==> src/rtl/vga_reg_dump_ctrl_if.sv <==
// rtl/vga_reg_dump_ctrl_if.sv - VGA text-buffer character write port
interface vga_reg_dump_ctrl_if;
    logic [7:0] vga_row;
    logic [7:0] vga_col;
    logic [7:0] vga_data;
    logic       vga_we;
    logic       vga_ready;

    modport master (
        output vga_row,
        output vga_col,
        output vga_data,
        output vga_we,
        input  vga_ready
    );

    modport slave (
        input  vga_row,
        input  vga_col,
        input  vga_data,
        input  vga_we,
        output vga_ready
    );
endinterface

==> src/rtl/vga_reg_dump_ctrl.sv <==
// rtl/vga_reg_dump_ctrl.sv - paced register-file to VGA hex text dump scheduler
module vga_reg_dump_ctrl #(
    parameter int ROW_BASE       = 3,
    parameter int COL_BASE       = 10,
    parameter int REG_COUNT      = 32,
    parameter int REFRESH_CYCLES = 1000
) (
    input  logic                       clk,
    input  logic                       rst_n,
    input  logic                       start,
    input  logic                       auto_refresh,
    output logic [4:0]                 reg_addr,
    input  logic [31:0]                reg_data,
    vga_reg_dump_ctrl_if.master        vga,
    output logic                       busy,
    output logic                       done
);

    localparam int RW = (REFRESH_CYCLES > 1) ? $clog2(REFRESH_CYCLES) : 1;
    localparam logic [RW-1:0] REFRESH_LAST = RW'(REFRESH_CYCLES - 1);
    localparam logic [4:0]    LAST_REG     = 5'(REG_COUNT - 1);

    typedef enum logic [1:0] {
        IDLE  = 2'd0,
        FETCH = 2'd1,
        WRITE = 2'd2,
        DONE  = 2'd3
    } state_t;

    state_t          state;
    state_t          next_state;
    logic [4:0]      reg_idx;
    logic [2:0]      digit;
    logic [31:0]     shadow;
    logic [RW-1:0]   refresh_cnt;
    logic            start_pass;
    logic            write_accept;
    logic [3:0]      nibble;

    // Map a nibble to its uppercase ASCII hex character.
    function automatic logic [7:0] hex_char(input logic [3:0] n);
        if (n < 4'd10) begin
            return 8'h30 + {4'h0, n};
        end
        return 8'h37 + {4'h0, n};
    endfunction

    // A pass begins on an explicit start or on auto-refresh expiry, only from IDLE.
    assign start_pass   = (state == IDLE) &&
                          (start || (auto_refresh && (refresh_cnt == REFRESH_LAST)));
    assign write_accept = (state == WRITE) && vga.vga_ready;
    // Digit 0 is the most-significant nibble, so index from the top of the shadow.
    assign nibble       = shadow[{~digit, 2'b00} +: 4];

    // State register.
    always_ff @(posedge clk or negedge rst_n) begin
        if (!rst_n) begin
            state <= IDLE;
        end else begin
            state <= next_state;
        end
    end

    // Next-state decode.
    always_comb begin
        next_state = state;
        case (state)
            IDLE:  if (start_pass) next_state = FETCH;
            FETCH: next_state = WRITE;
            WRITE: begin
                if (write_accept && (digit == 3'd7)) begin
                    next_state = (reg_idx == LAST_REG) ? DONE : FETCH;
                end
            end
            DONE:  next_state = IDLE;
            default: next_state = IDLE;
        endcase
    end

    // Register/digit walk, register snapshot and auto-refresh pacing.
    always_ff @(posedge clk or negedge rst_n) begin
        if (!rst_n) begin
            reg_idx     <= '0;
            digit       <= '0;
            shadow      <= '0;
            refresh_cnt <= '0;
        end else begin
            refresh_cnt <= '0;
            case (state)
                IDLE: begin
                    if (start_pass) begin
                        reg_idx <= '0;
                    end else if (auto_refresh) begin
                        refresh_cnt <= refresh_cnt + 1'b1;
                    end
                end
                FETCH: begin
                    shadow <= reg_data;
                    digit  <= '0;
                end
                WRITE: begin
                    if (write_accept) begin
                        if (digit != 3'd7) begin
                            digit <= digit + 3'd1;
                        end else if (reg_idx != LAST_REG) begin
                            reg_idx <= reg_idx + 5'd1;
                        end
                    end
                end
                default: ;
            endcase
        end
    end

    // Outputs are pure functions of state and held registers, so they stay stable while stalled.
    always_comb begin
        reg_addr     = '0;
        vga.vga_row  = '0;
        vga.vga_col  = '0;
        vga.vga_data = '0;
        vga.vga_we   = 1'b0;
        done         = 1'b0;
        busy         = (state != IDLE);
        case (state)
            FETCH: reg_addr = reg_idx;
            WRITE: begin
                vga.vga_we   = 1'b1;
                vga.vga_row  = 8'(ROW_BASE) + {3'b000, reg_idx};
                vga.vga_col  = 8'(COL_BASE) + {5'b00000, digit};
                vga.vga_data = hex_char(nibble);
            end
            DONE:  done = 1'b1;
            default: ;
        endcase
    end

endmodule

==> src/flat_wrapper.sv <==
// flat-port wrapper written by rule: the top's interface ports become plain ports
module vga_reg_dump_ctrl_flat 
#(
    parameter int ROW_BASE       = 3,
    parameter int COL_BASE       = 10,
    parameter int REG_COUNT      = 32,
    parameter int REFRESH_CYCLES = 1000
)
  (clk, rst_n, start, auto_refresh, reg_addr, reg_data, busy, done, vga_vga_row, vga_vga_col, vga_vga_data, vga_vga_we, vga_vga_ready);
  vga_reg_dump_ctrl_if vga_i ();
  input  logic clk;
  input  logic rst_n;
  input  logic start;
  input  logic auto_refresh;
  output logic [4:0] reg_addr;
  input  logic [31:0] reg_data;
  output logic busy;
  output logic done;
  output wire logic [$bits(vga_i.vga_row)-1:0] vga_vga_row;
  output wire logic [$bits(vga_i.vga_col)-1:0] vga_vga_col;
  output wire logic [$bits(vga_i.vga_data)-1:0] vga_vga_data;
  output wire logic [$bits(vga_i.vga_we)-1:0] vga_vga_we;
  input wire logic [$bits(vga_i.vga_ready)-1:0] vga_vga_ready;
  assign vga_vga_row = vga_i.vga_row;
  assign vga_vga_col = vga_i.vga_col;
  assign vga_vga_data = vga_i.vga_data;
  assign vga_vga_we = vga_i.vga_we;
  assign vga_i.vga_ready = vga_vga_ready;
  vga_reg_dump_ctrl #(.ROW_BASE(ROW_BASE), .COL_BASE(COL_BASE), .REG_COUNT(REG_COUNT), .REFRESH_CYCLES(REFRESH_CYCLES)) u_core (.clk(clk), .rst_n(rst_n), .start(start), .auto_refresh(auto_refresh), .reg_addr(reg_addr), .reg_data(reg_data), .vga(vga_i), .busy(busy), .done(done));
endmodule
==> config.mk <==
export PLATFORM = sky130hd
export DESIGN_NAME = vga_reg_dump_ctrl_flat
export DESIGN_NICKNAME = d
export VERILOG_FILES = /design/src/rtl/vga_reg_dump_ctrl_if.sv /design/src/rtl/vga_reg_dump_ctrl.sv /design/src/flat_wrapper.sv
export SDC_FILE = /design/constraint.sdc
export NUM_CORES = 1
export LEC_CHECK = 0
export CELL_PAD_IN_SITES_DETAIL_PLACEMENT = 0
export CELL_PAD_IN_SITES_GLOBAL_PLACEMENT = 1
export CORE_ASPECT_RATIO = 1.2
export CORE_UTILIZATION = 39
export DETAILED_ROUTE_END_ITERATION = 6
export PLACE_DENSITY = 0.78
export SKIP_LAST_GASP = 1
export SLEW_MARGIN = 20
export SYNTH_ARGS = -nofsm -noshare
export SYNTH_HDL_FRONTEND = slang
export SYNTH_SLANG_ARGS = --single-unit
==> constraint.sdc <==
create_clock -name clk -period 2.35 [get_ports clk]
set_input_delay 0.47 -clock clk [delete_from_list [all_inputs] [get_ports clk]]
set_output_delay 0.47 -clock clk [all_outputs]
set_load 0.1 [all_outputs]
==> summary.txt, run 1 <==
Drt
  • Via density: 5.10
  • Detailed Route Iter0 Violations: 76
  • Residual DRC count: 0
  • Via count: 2117
  • Detailed Routing Iterations Pass 1: 5
  • Post-detailed-route wirelength per cell: 14.6 um
  • Final WL: 6050 um
  • Number of nets still failing antenna checks after routing: 0

Job
  • Max-cap viol count: 0

Power and ir drop
  • Clock network fraction of total power: 8.6%
  • Combinational share of power: 67.0%
  • Sequential power share: 24.4%
  • Leak: 1.73 nW
  • Pwr Density: 1420 nW/um2
  • Net load switching power: 0.00276 W
  • Cell Int Power: 0.00320 W
  • Sw frac: 46.3%
  • Worst VDD drop: 1.62 mV

Setup path
  • Arr. time, crit path: 2.29 ns
  • Critical Path Fanout Max: 7
  • Cell family with most CP delay: multiplexers
  • CP startpoint kind: flip-flop
  • CP max-delay cell: mux4_2
  • Worst path max stage delay: 0.53 ns
  • Buffers and inverters on the worst path: 2
  • Crit path kind: flip-flop to output pin
  • CP required: 1.88 ns
  • CP Capture Type: output pin
  • CP Cell Sequence: buf_6 -> mux4_2 -> mux2i_4 -> ha_4 -> and4b_1 -> o21a_4 -> buf_12

CTS
  • Worst-path clk slew: 0.10 ns
  • Skew-Pair Late Insertion Delay: 0.30 ns
  • CTS buffer count: 5
  • H-tree depth: 2
  • Clock Tree Root: clkbuf_8
  • Maximum clock path buffer count: 2
  • CTS tree: built
  • Number of clock sinks: 52

Die
  • Core area: 7270 um2
  • Die ar.: 7900 um2
  • Rows: 34
  • Die Wd: 81.3 um
  • Initial core utilization: 40.5%
  • Die Height: 97.2 um
  • I/O Pins: 69

STA
  • Slew HR: 58.6%
  • Fin crit period: 2.76 ns
  • Worst Setup Slack, final: -0.408 ns
  • Max-slew violation count: 0
  • Actual slew at the worst max-slew pin: 0.621 ns
  • Fin crit share: 117%
  • Final Hold Vio Count: 0
  • Layout Skew: 0.00486 ns
  • # setup viols final: 7
  • RSZ-0062 raised after global routing: true
  • Fmax achieved: 0.363 GHz

Layout
  • FF+latch area: 1300 um2
  • Filler Cell Count: 599
  • Area growth from synthesis to layout: 42.7%
  • Share of cells above drive strength 1: 38.8%
  • Util after Layout: 57.7%
  • Nets: 373
  • Multi-input logic area: 1660 um2
  • N_diodes: 0

Global route
  • Number of global-route vias before repair: 2058
  • Initial antenna violation count: 0
  • Gr ovfl total: 0
  • First-pass GRT wire length: 10300 um
  • Largest net degree at the start of global routing: 34
  • Total Routing Usage GR: 16.7%

Synth
  • Yosys cell types: 46
  • Ys Warns: 0
  • Syn_area_per_cell: 11.6 um2
  • Post-synth design cell area: 2940 um2
  • Synthesis-stage register bit count: 52
  • Post-synth ARST share: 100%
  • Register area share after synthesis: 44.2%
  • Cells after Synth: 254
  • Number of flops mapped to enable cells by yosys: 0
  • Main synth FF type: dfrtp_1

Placement
  • Dpl hpwl: 4540 um
  • Pre-CTS setup slack: -0.122 ns
  • Placer Congestion: 0.742
  • Port bufs: 62

Status
  • Outcome: complete, but fails checks
  • Failing checks: setup timing

Hold path
  • Worst Hold Class: primary input to async pin
## registers in the layout, indices dropped and copies added, names as in the netlist
register / flops
u_core.digit: 3
u_core.refresh_cnt: 10
u_core.reg_idx: 5
u_core.shadow: 32
u_core.state: 2
## layer usage
metal | part of all wire [%] | track usage, % | up-vias
li1 | - | - | 1025
met1 | 46 | 23.4 | 1034
met2 | 49 | 26.3 | 52
met3 | 2.9 | 2.16 | 6
met4 | 1.4 | 5.91 | 0
met5 | 0 | 0 | -
## power by group through the flow
| stage | sequential [W] | combinational [W] | clock, W |
|---|---|---|---|
| CTS | 0.00146 | 0.00398 | 0.000539 |
| finish | 0.00146 | 0.00399 | 0.000514 |
| global placement | 0.00148 | 0.00382 | 0 |
| global route | 0.00150 | 0.00423 | 0.000581 |
| floorplan | 0.00138 | 0.00286 | 0 |
| detailed placement | 0.00149 | 0.00389 | 0 |
## Yosys cell counts, types with 3 or more instances
master	instances	share of area, %
a21oi_1	4	0.68
a22o_1	4	1.2
and2_1	9	1.9
and3_1	5	1.1
buf_4	6	1.5
clkbuf_1	12	1.5
dfrtp_1	52	44
ha_1	12	5.1
inv_1	11	1.4
mux2_2	33	13
mux2i_1	3	1.0
mux4_1	4	3.6
mux4_2	4	3.1
nand2_1	17	2.2
nand2b_1	3	0.64
nand3_1	3	0.51
nor2_1	15	1.9
nor2b_1	6	1.3
nor3_1	3	0.51
o21ai_0	7	1.2
xnor2_1	8	2.4
## final timing paths
| path | startpoint | endpoint | slack (ns) | cells past startpoint |
|---|---|---|---|---|
| min in group clk | u_core.refresh_cnt[0] | u_core.refresh_cnt[0] | 0.50 | 1 |
| worst min-delay path | rst_n | u_core.shadow[13] | 0.17 | 1 |
| worst max-delay path | u_core.digit[0] | vga_vga_data[2] | -0.41 | 7 |
| worst max register to register | u_core.refresh_cnt[0] | u_core.reg_idx[2] | 0.29 | 5 |
| max in group asynchronous | rst_n | u_core.reg_idx[0] | 1.61 | 2 |
| worst min register to register | u_core.refresh_cnt[0] | u_core.refresh_cnt[0] | 0.50 | 1 |
## layout by cell type (no fill, tap or decap), types with 3 or more instances in the layout
master           netlist  layout
a22o_1                 4       4
and2_2                 1      10
and3_1                 5       4
buf_12                 0      26
buf_4                  6      13
clkbuf_8               0       5
clkdlybuf4s50_1        0      35
conb_1                 1       6
dfrtp_1               52      50
ha_1                  12      10
inv_1                 11      10
mux2_2                33      33
mux2i_4                2       4
mux4_2                 4       8
nand2_1               17      16
nand2b_1               3       3
nand3_1                3       3
nor2_1                15      14
nor2b_4                0       4
nor3_1                 3       3
o21ai_0                7       6
xnor2_1                8       8
## cells by family after synthesis
family	synth area share, %
buffers and inverters	4.85
AOI/OAI and AO/OA	7.40
adders and majority gates	5.10
other	0.127
muxes	22.3
xor gates and xnor gates	2.98
DFF	44.2
and+or+nand+nor	13.0
## metrics by stage
step / power (W) / setup TNS, ns / hold WS [ns] / area, um2 / cells
2_1_floorplan: 0.00424 / -1.10 / 0.174 / 3120 / 259
3_3_place_gp: 0.00530 / -0.146 / 0.483 / 4060 / 402
3_5_place_dp: 0.00537 / -0.330 / 0.481 / 4060 / 402
4_1_cts: 0.00598 / -2.49 / 0.184 / 4180 / 412
5_1_grt: 0.00631 / -3.08 / 0.206 / 4200 / 415
6_report: 0.00596 / -2.36 / 0.172 / 4200 / 415
## area by class of cell
| type | instances | area share [%] |
|---|---|---|
| clock buffers | 5 | 1.64 |
| clock inverters | 3 | 0.507 |
| inverters | 11 | 0.983 |
| multi-input cells | 177 | 39.4 |
| flip-flops and latches | 52 | 31.0 |
| well taps | 90 | 2.68 |
| repair buffers | 77 | 23.7 |
## repair_timing
action,4_1_cts,5_1_grt
hold buffers,0,0
setup buffers,2,3
resized for setup,5,2
setup endpoints to repair,8,9
No activity file was read; power rests on OpenSTA's default activity.
==> run 2: changes to the inputs <==
--- a/config.mk
+++ b/config.mk
@@ -8,9 +8,10 @@
 export CELL_PAD_IN_SITES_DETAIL_PLACEMENT = 0
 export CELL_PAD_IN_SITES_GLOBAL_PLACEMENT = 1
 export CORE_ASPECT_RATIO = 1.2
-export CORE_UTILIZATION = 39
+export CORE_UTILIZATION = 27
+export CTS_CLUSTER_DIAMETER = 120
 export DETAILED_ROUTE_END_ITERATION = 6
-export PLACE_DENSITY = 0.78
+export PLACE_DENSITY = 0.57
 export SKIP_LAST_GASP = 1
 export SLEW_MARGIN = 20
 export SYNTH_ARGS = -nofsm -noshare
==> run 2 against run 1 <==
Effect of this change: the run still ends with setup timing left; flip-flop and latch count unchanged; worst setup slack improved by 0.0052 ns; non-clock buffer count unchanged; critical path depth unchanged; clock skew increased by 0.0026 ns; cell count increased by 9.4%; die area increased by 43%; largest power group unchanged; routed wire length increased by 6.4%; global-route usage decreased by 4.8 points; combinational power about the same.
==> summary.txt, run 2 (synthesis results as in run 1) <==
Drt
  • Detailed Routing Iterations Pass 1: 4
  • Via density: 4.57
  • Residual DRC count: 0
  • Final WL: 6440 um
  • Detailed Route Iter0 Violations: 35
  • Number of nets still failing antenna checks after routing: 0
  • Via count: 2073
  • Post-detailed-route wirelength per cell: 14.2 um

Status
  • Failing checks: setup timing
  • Outcome: complete, but fails checks

Setup path
  • Arr. time, crit path: 2.28 ns
  • CP startpoint kind: flip-flop
  • Crit path kind: flip-flop to output pin
  • CP Capture Type: output pin
  • CP required: 1.88 ns
  • Critical Path Fanout Max: 4

Power and ir drop
  • Final total power: 0.00619 W
  • Leak: 1.76 nW
  • Pwr Density: 1440 nW/um2
  • Worst VDD drop: 0.625 mV

CTS
  • CTS tree: built
  • CTS Hold Buffers Added: 0
  • CTS buffer count: 5
  • Number of clock sinks: 52
  • Clock Tree Root: clkbuf_16
  • Skew-Pair Late Insertion Delay: 0.29 ns
  • Maximum clock path buffer count: 2
  • H-tree depth: 2
  • Worst-path clk slew: 0.07 ns

Global route
  • Gr ovfl total: 0
  • Total Routing Usage GR: 11.9%
  • Initial antenna violation count: 0
  • First-pass GRT wire length: 10700 um
  • Number of global-route vias before repair: 2117
  • Largest net degree at the start of global routing: 33

Hold path
  • Worst Hold Class: primary input to async pin

Layout
  • Max reg flops: 32
  • Most frequent cells in the layout: 51 x dfrtp_1, 35 x clkdlybuf4s50_1, 33 x mux2_2
  • N_diodes: 0
  • Finished Layout Cells: 454
  • Filler Cell Count: 1029
  • Share of cells above drive strength 1: 38.5%
  • Util after Layout: 40.7%
  • Area growth from synthesis to layout: 46.2%
  • Nets: 373
  • Most common cell after layout, fill and taps aside: dfrtp_1
  • Most flop-heavy register: u_core.shadow
  • Top flop regs: u_core.shadow (32), u_core.refresh_cnt (10), u_core.reg_idx (5)

Placement
  • Port bufs: 62
  • Placed Cells: 443
  • Placer Congestion: 0.659
  • Dpl hpwl: 5000 um
  • Pre-CTS setup slack: -0.141 ns

STA
  • Max-slew violation count: 0
  • Fin crit share: 117%
  • Sum Neg Setup Slack: -2.32 ns
  • Fmax achieved: 0.363 GHz
  • Slew HR: 59.8%
  • RSZ-0062 raised after global routing: true
  • Actual slew at the worst max-slew pin: 0.602 ns
  • Fin crit period: 2.75 ns
  • Worst Setup Slack, final: -0.403 ns
  • Final Hold Vio Count: 0
  • # setup viols final: 7
  • Layout Skew: 0.00742 ns

Die
  • Initial core utilization: 27.8%
  • Die Wd: 97.3 um
  • Core area: 10600 um2
  • I/O Pins: 69
  • Die Height: 116 um
  • Rows: 41
  • Die ar.: 11300 um2

Job
  • Max-cap viol count: 0
==> run 2: cell count changes in the layout (fill, tap and decap cells not counted), sizes merged <==
| cell | before | now |
|---|---|---|
| clkinv | 1 | 0 |
| inv | 12 | 13 |
==> run 2: area by class of cell <==
cell class / instances / area, um2 / area share [%]
sequential: 52 / 1300 / 30.3
clock inverter: 3 / 25.0 / 0.582
tap: 129 / 161 / 3.75
clock buffer: 5 / 125 / 2.91
multi-input combinational: 177 / 1660 / 38.5
inverter: 11 / 41.3 / 0.960
timing repair buffer: 77 / 992 / 23.1
==> run 2: stage by stage <==
stage          hold slack (ns)  area (um2)
4_1_cts                  0.122        4300
2_1_floorplan            0.174        3120
3_3_place_gp             0.439        4110
3_5_place_dp             0.443        4110
6_report                 0.122        4300
5_1_grt                  0.153        4300
==> run 2: power by group <==
part / switching (W) / internal (W) / leakage [nW]
Clock: 0.000336 / 0.000403 / 0.0708
Sequential: 0.000213 / 0.00124 / 0.647
Combinational: 0.00224 / 0.00176 / 1.04
Total: 0.00279 / 0.00340 / 1.76
==> run 2: path summary, 6_finish.rpt <==
check | startpoint | endpoint | slack (ns) | cells after the start
max | u_core.digit[0] | vga_vga_data[2] | -0.40 | 7
min | rst_n | u_core.shadow[13] | 0.12 | 1
max reg2reg | u_core.reg_idx[0] | u_core.reg_idx[3] | 0.26 | 7
min reg2reg | u_core.refresh_cnt[0] | u_core.refresh_cnt[0] | 0.50 | 1
max in group asynchronous | rst_n | u_core.refresh_cnt[7] | 1.58 | 2
min in group clk | u_core.refresh_cnt[0] | u_core.refresh_cnt[0] | 0.50 | 1
==> run 2: worst max-delay path, cell delays in order, from the launching register on <==
cell	delay (ns)
dfrtp_1	0.36
buf_6	0.13
mux4_2	0.52
mux2i_4	0.27
ha_4	0.19
and4b_1	0.21
o21a_4	0.14
buf_12	0.16
==> run 2: layer usage <==
layer	wire (um)	vias up	track usage [%]
met5	0	-	0
met2	3090	47	21.0
met4	83	0	3.53
li1	-	1029	-
met1	3090	992	15.2
met3	169	5	2.03
==> run 2: repair_timing <==
item / 4_1_cts / 5_1_grt
buffers inserted: 2 / 1
gates resized for setup: 6 / 0
setup endpoints to repair: 8 / 7
pin swaps: 2 / 1
==> run 3: changes to the inputs <==
--- a/config.mk
+++ b/config.mk
@@ -8,12 +8,13 @@
 export CELL_PAD_IN_SITES_DETAIL_PLACEMENT = 0
 export CELL_PAD_IN_SITES_GLOBAL_PLACEMENT = 1
 export CORE_ASPECT_RATIO = 1.2
-export CORE_UTILIZATION = 27
+export CORE_UTILIZATION = 39
 export CTS_CLUSTER_DIAMETER = 120
 export DETAILED_ROUTE_END_ITERATION = 6
-export PLACE_DENSITY = 0.57
+export PLACE_DENSITY = 0.78
 export SKIP_LAST_GASP = 1
 export SLEW_MARGIN = 20
 export SYNTH_ARGS = -nofsm -noshare
 export SYNTH_HDL_FRONTEND = slang
 export SYNTH_SLANG_ARGS = --single-unit
+export TNS_END_PERCENT = 50
==> run 3 against run 2 <==
Effect of this change: the run still ends with setup timing left; die area down 30%; non-clock buffer count shrank 4; clock-buffer cell count is 1 higher; critical path depth unchanged; fmax decreased by 1.2%; global-route usage rose by 4.5 points; first-iteration DRC count is 140% higher; hold slack gained 0.14 ns; critical path type unchanged.
==> summary.txt, run 3 (synthesis results as in run 1) <==
Status
  • Outcome: complete, but fails checks
  • Failing checks: setup timing

Drt
  • Via density: 5.13
  • Residual DRC count: 0
  • Number of nets still failing antenna checks after routing: 0
  • Post-detailed-route wirelength per cell: 14.0 um
  • Detailed Routing Iterations Pass 1: 4
  • Via count: 2108
  • Final WL: 5760 um
  • Detailed Route Iter0 Violations: 83

CTS
  • Skew-Pair Late Insertion Delay: 0.31 ns
  • H-tree depth: 2
  • Clock Tree Root: clkbuf_8
  • Worst-path clk slew: 0.10 ns
  • CTS tree: built
  • Number of clock sinks: 52
  • Maximum clock path buffer count: 2
  • CTS buffer count: 5

Setup path
  • Critical Path Fanout Max: 7
  • Crit path kind: flip-flop to output pin
  • Reg2Reg Depth: 6
  • Arr. time, crit path: 2.32 ns
  • Worst Setup SP: u_core.digit[0]
  • RR Endpoint: u_core.reg_idx[2]
  • R2R Setup Slk: 0.28 ns
  • CP required: 1.88 ns
  • CP Capture Type: output pin
  • Reg2Reg Launch Point: u_core.digit[0]
  • CP startpoint kind: flip-flop

Global route
  • Grt peak-use layer: met2
  • Grt met3 use: 2.72%
  • Total Routing Usage GR: 16.4%
  • First-pass GRT wire length: 10000 um
  • Gr ovfl total: 0
  • Initial antenna violation count: 0
  • Global routing usage on met1: 22.6%
  • Largest net degree at the start of global routing: 53
  • Global routing usage on met2: 26.3%
  • Number of global-route vias before repair: 2094

Power and ir drop
  • Leak: 1.72 nW
  • Pwr Density: 1400 nW/um2
  • Worst VDD drop: 1.41 mV

Layout
  • Final instance area: 4130 um2
  • Most frequent cells in the layout: 51 x dfrtp_1, 35 x clkdlybuf4s50_1, 33 x mux2_2
  • Top flop regs: u_core.shadow (32), u_core.refresh_cnt (10), u_core.reg_idx (5)
  • Share of cells above drive strength 1: 34.3%
  • Util after Layout: 56.7%
  • Most flop-heavy register: u_core.shadow
  • Area growth from synthesis to layout: 40.2%
  • Max reg flops: 32
  • Most common cell after layout, fill and taps aside: dfrtp_1
  • Nets: 369
  • Finished Layout Cells: 411
  • Filler Cell Count: 614
  • N_diodes: 0

STA
  • Actual slew at the worst max-slew pin: 0.663 ns
  • Fin crit period: 2.79 ns
  • Fmax achieved: 0.359 GHz
  • Fin crit share: 119%
  • Max-slew violation count: 0
  • # setup viols final: 8
  • Final Hold Vio Count: 0
  • Sum Neg Setup Slack: -2.86 ns
  • Slew HR: 55.8%
  • Layout Skew: 0.0115 ns
  • RSZ-0062 raised after global routing: true
  • Worst Setup Slack, final: -0.437 ns

Die
  • Die ar.: 7900 um2
  • Core area: 7270 um2
  • Die Height: 97.2 um
  • Initial core utilization: 40.5%
  • Rows: 34
  • Die Wd: 81.3 um
  • I/O Pins: 69

Placement
  • Placed Cells: 402
  • Dpl hpwl: 4310 um
  • Post-DP Area: 4040 um2
  • Port bufs: 62
  • Placer Congestion: 0.741

Hold path
  • Worst Hold Class: primary input to async pin

Job
  • Max-cap viol count: 0
-- run 3: changes by cell type in the layout (fill, tap and decap cells not counted), sizes merged --
| cell | before | now |
|---|---|---|
| inv | 13 | 12 |
| clkinvlp | 1 | 0 |
| buf | 42 | 38 |
| clkinv | 0 | 1 |
| clkbuf | 5 | 6 |
-- run 3: routing by layer --
layer	wire, um	up-vias
met4	78	0
met5	0	-
met1	2660	1025
met2	2790	60
li1	-	1018
met3	226	5
-- run 3: through the flow --
step                total power, W  worst slack (ns)  hold slack, ns
detailed placement         0.00531            -0.223           0.488
CTS                        0.00585            -0.456           0.291
floorplan                  0.00418            -0.262           0.174
finish                     0.00580            -0.437           0.265
global route               0.00613            -0.549           0.334
global placement           0.00527            -0.184           0.482
-- run 3: how the worst max path moves through the flow --
| stage | endpoint | slack (ns) | cells past startpoint |
|---|---|---|---|
| 6_report | vga_vga_data[2] | -0.44 | 7 |
| 3_5_place_dp | vga_vga_data[2] | -0.22 | 7 |
| 3_3_place_gp | vga_vga_data[2] | -0.18 | 7 |
| 4_1_cts | vga_vga_data[2] | -0.46 | 7 |
| 2_1_floorplan | vga_vga_data[4] | -0.26 | 6 |
| 5_1_grt | vga_vga_data[2] | -0.55 | 7 |
-- run 3: power by group --
group / total, W / switching [W] / leakage, nW / internal, W
registers: 0.00146 / 0.000230 / 0.647 / 0.00123
clock network: 0.000514 / 0.000301 / 0.0456 / 0.000213
logic: 0.00382 / 0.00214 / 1.03 / 0.00168
total: 0.00580 / 0.00268 / 1.72 / 0.00312
-- run 3: layout make-up --
| type | instances | area (um2) | area share, % |
|---|---|---|---|
| Clock buffer | 6 | 72.6 | 1.76 |
| Tap cell | 90 | 113 | 2.73 |
| Multi-Input combinational cell | 177 | 1630 | 39.4 |
| Timing Repair Buffer | 73 | 958 | 23.2 |
| Sequential cell | 52 | 1300 | 31.6 |
| Clock inverter | 2 | 13.8 | 0.334 |
| Inverter | 11 | 41.3 | 1.00 |
-- run 3: critical path, cell delays in order (launching register included) --
cell	delay, ns
dfrtp_2	0.44
buf_12	0.14
mux4_2	0.53
mux2i_4	0.17
ha_2	0.22
and4b_1	0.19
o21a_2	0.14
buf_12	0.17
-- run 3: timing repair --
| item | in CTS | in global routing |
|---|---|---|
| pin swaps | 3 | 1 |
| hold buffers | 0 | 0 |
| endpoints found under the setup margin | 8 | 8 |
| gates cloned | 0 | 0 |
| resized for setup | 2 | 0 |
| buffers inserted | 1 | 0 |
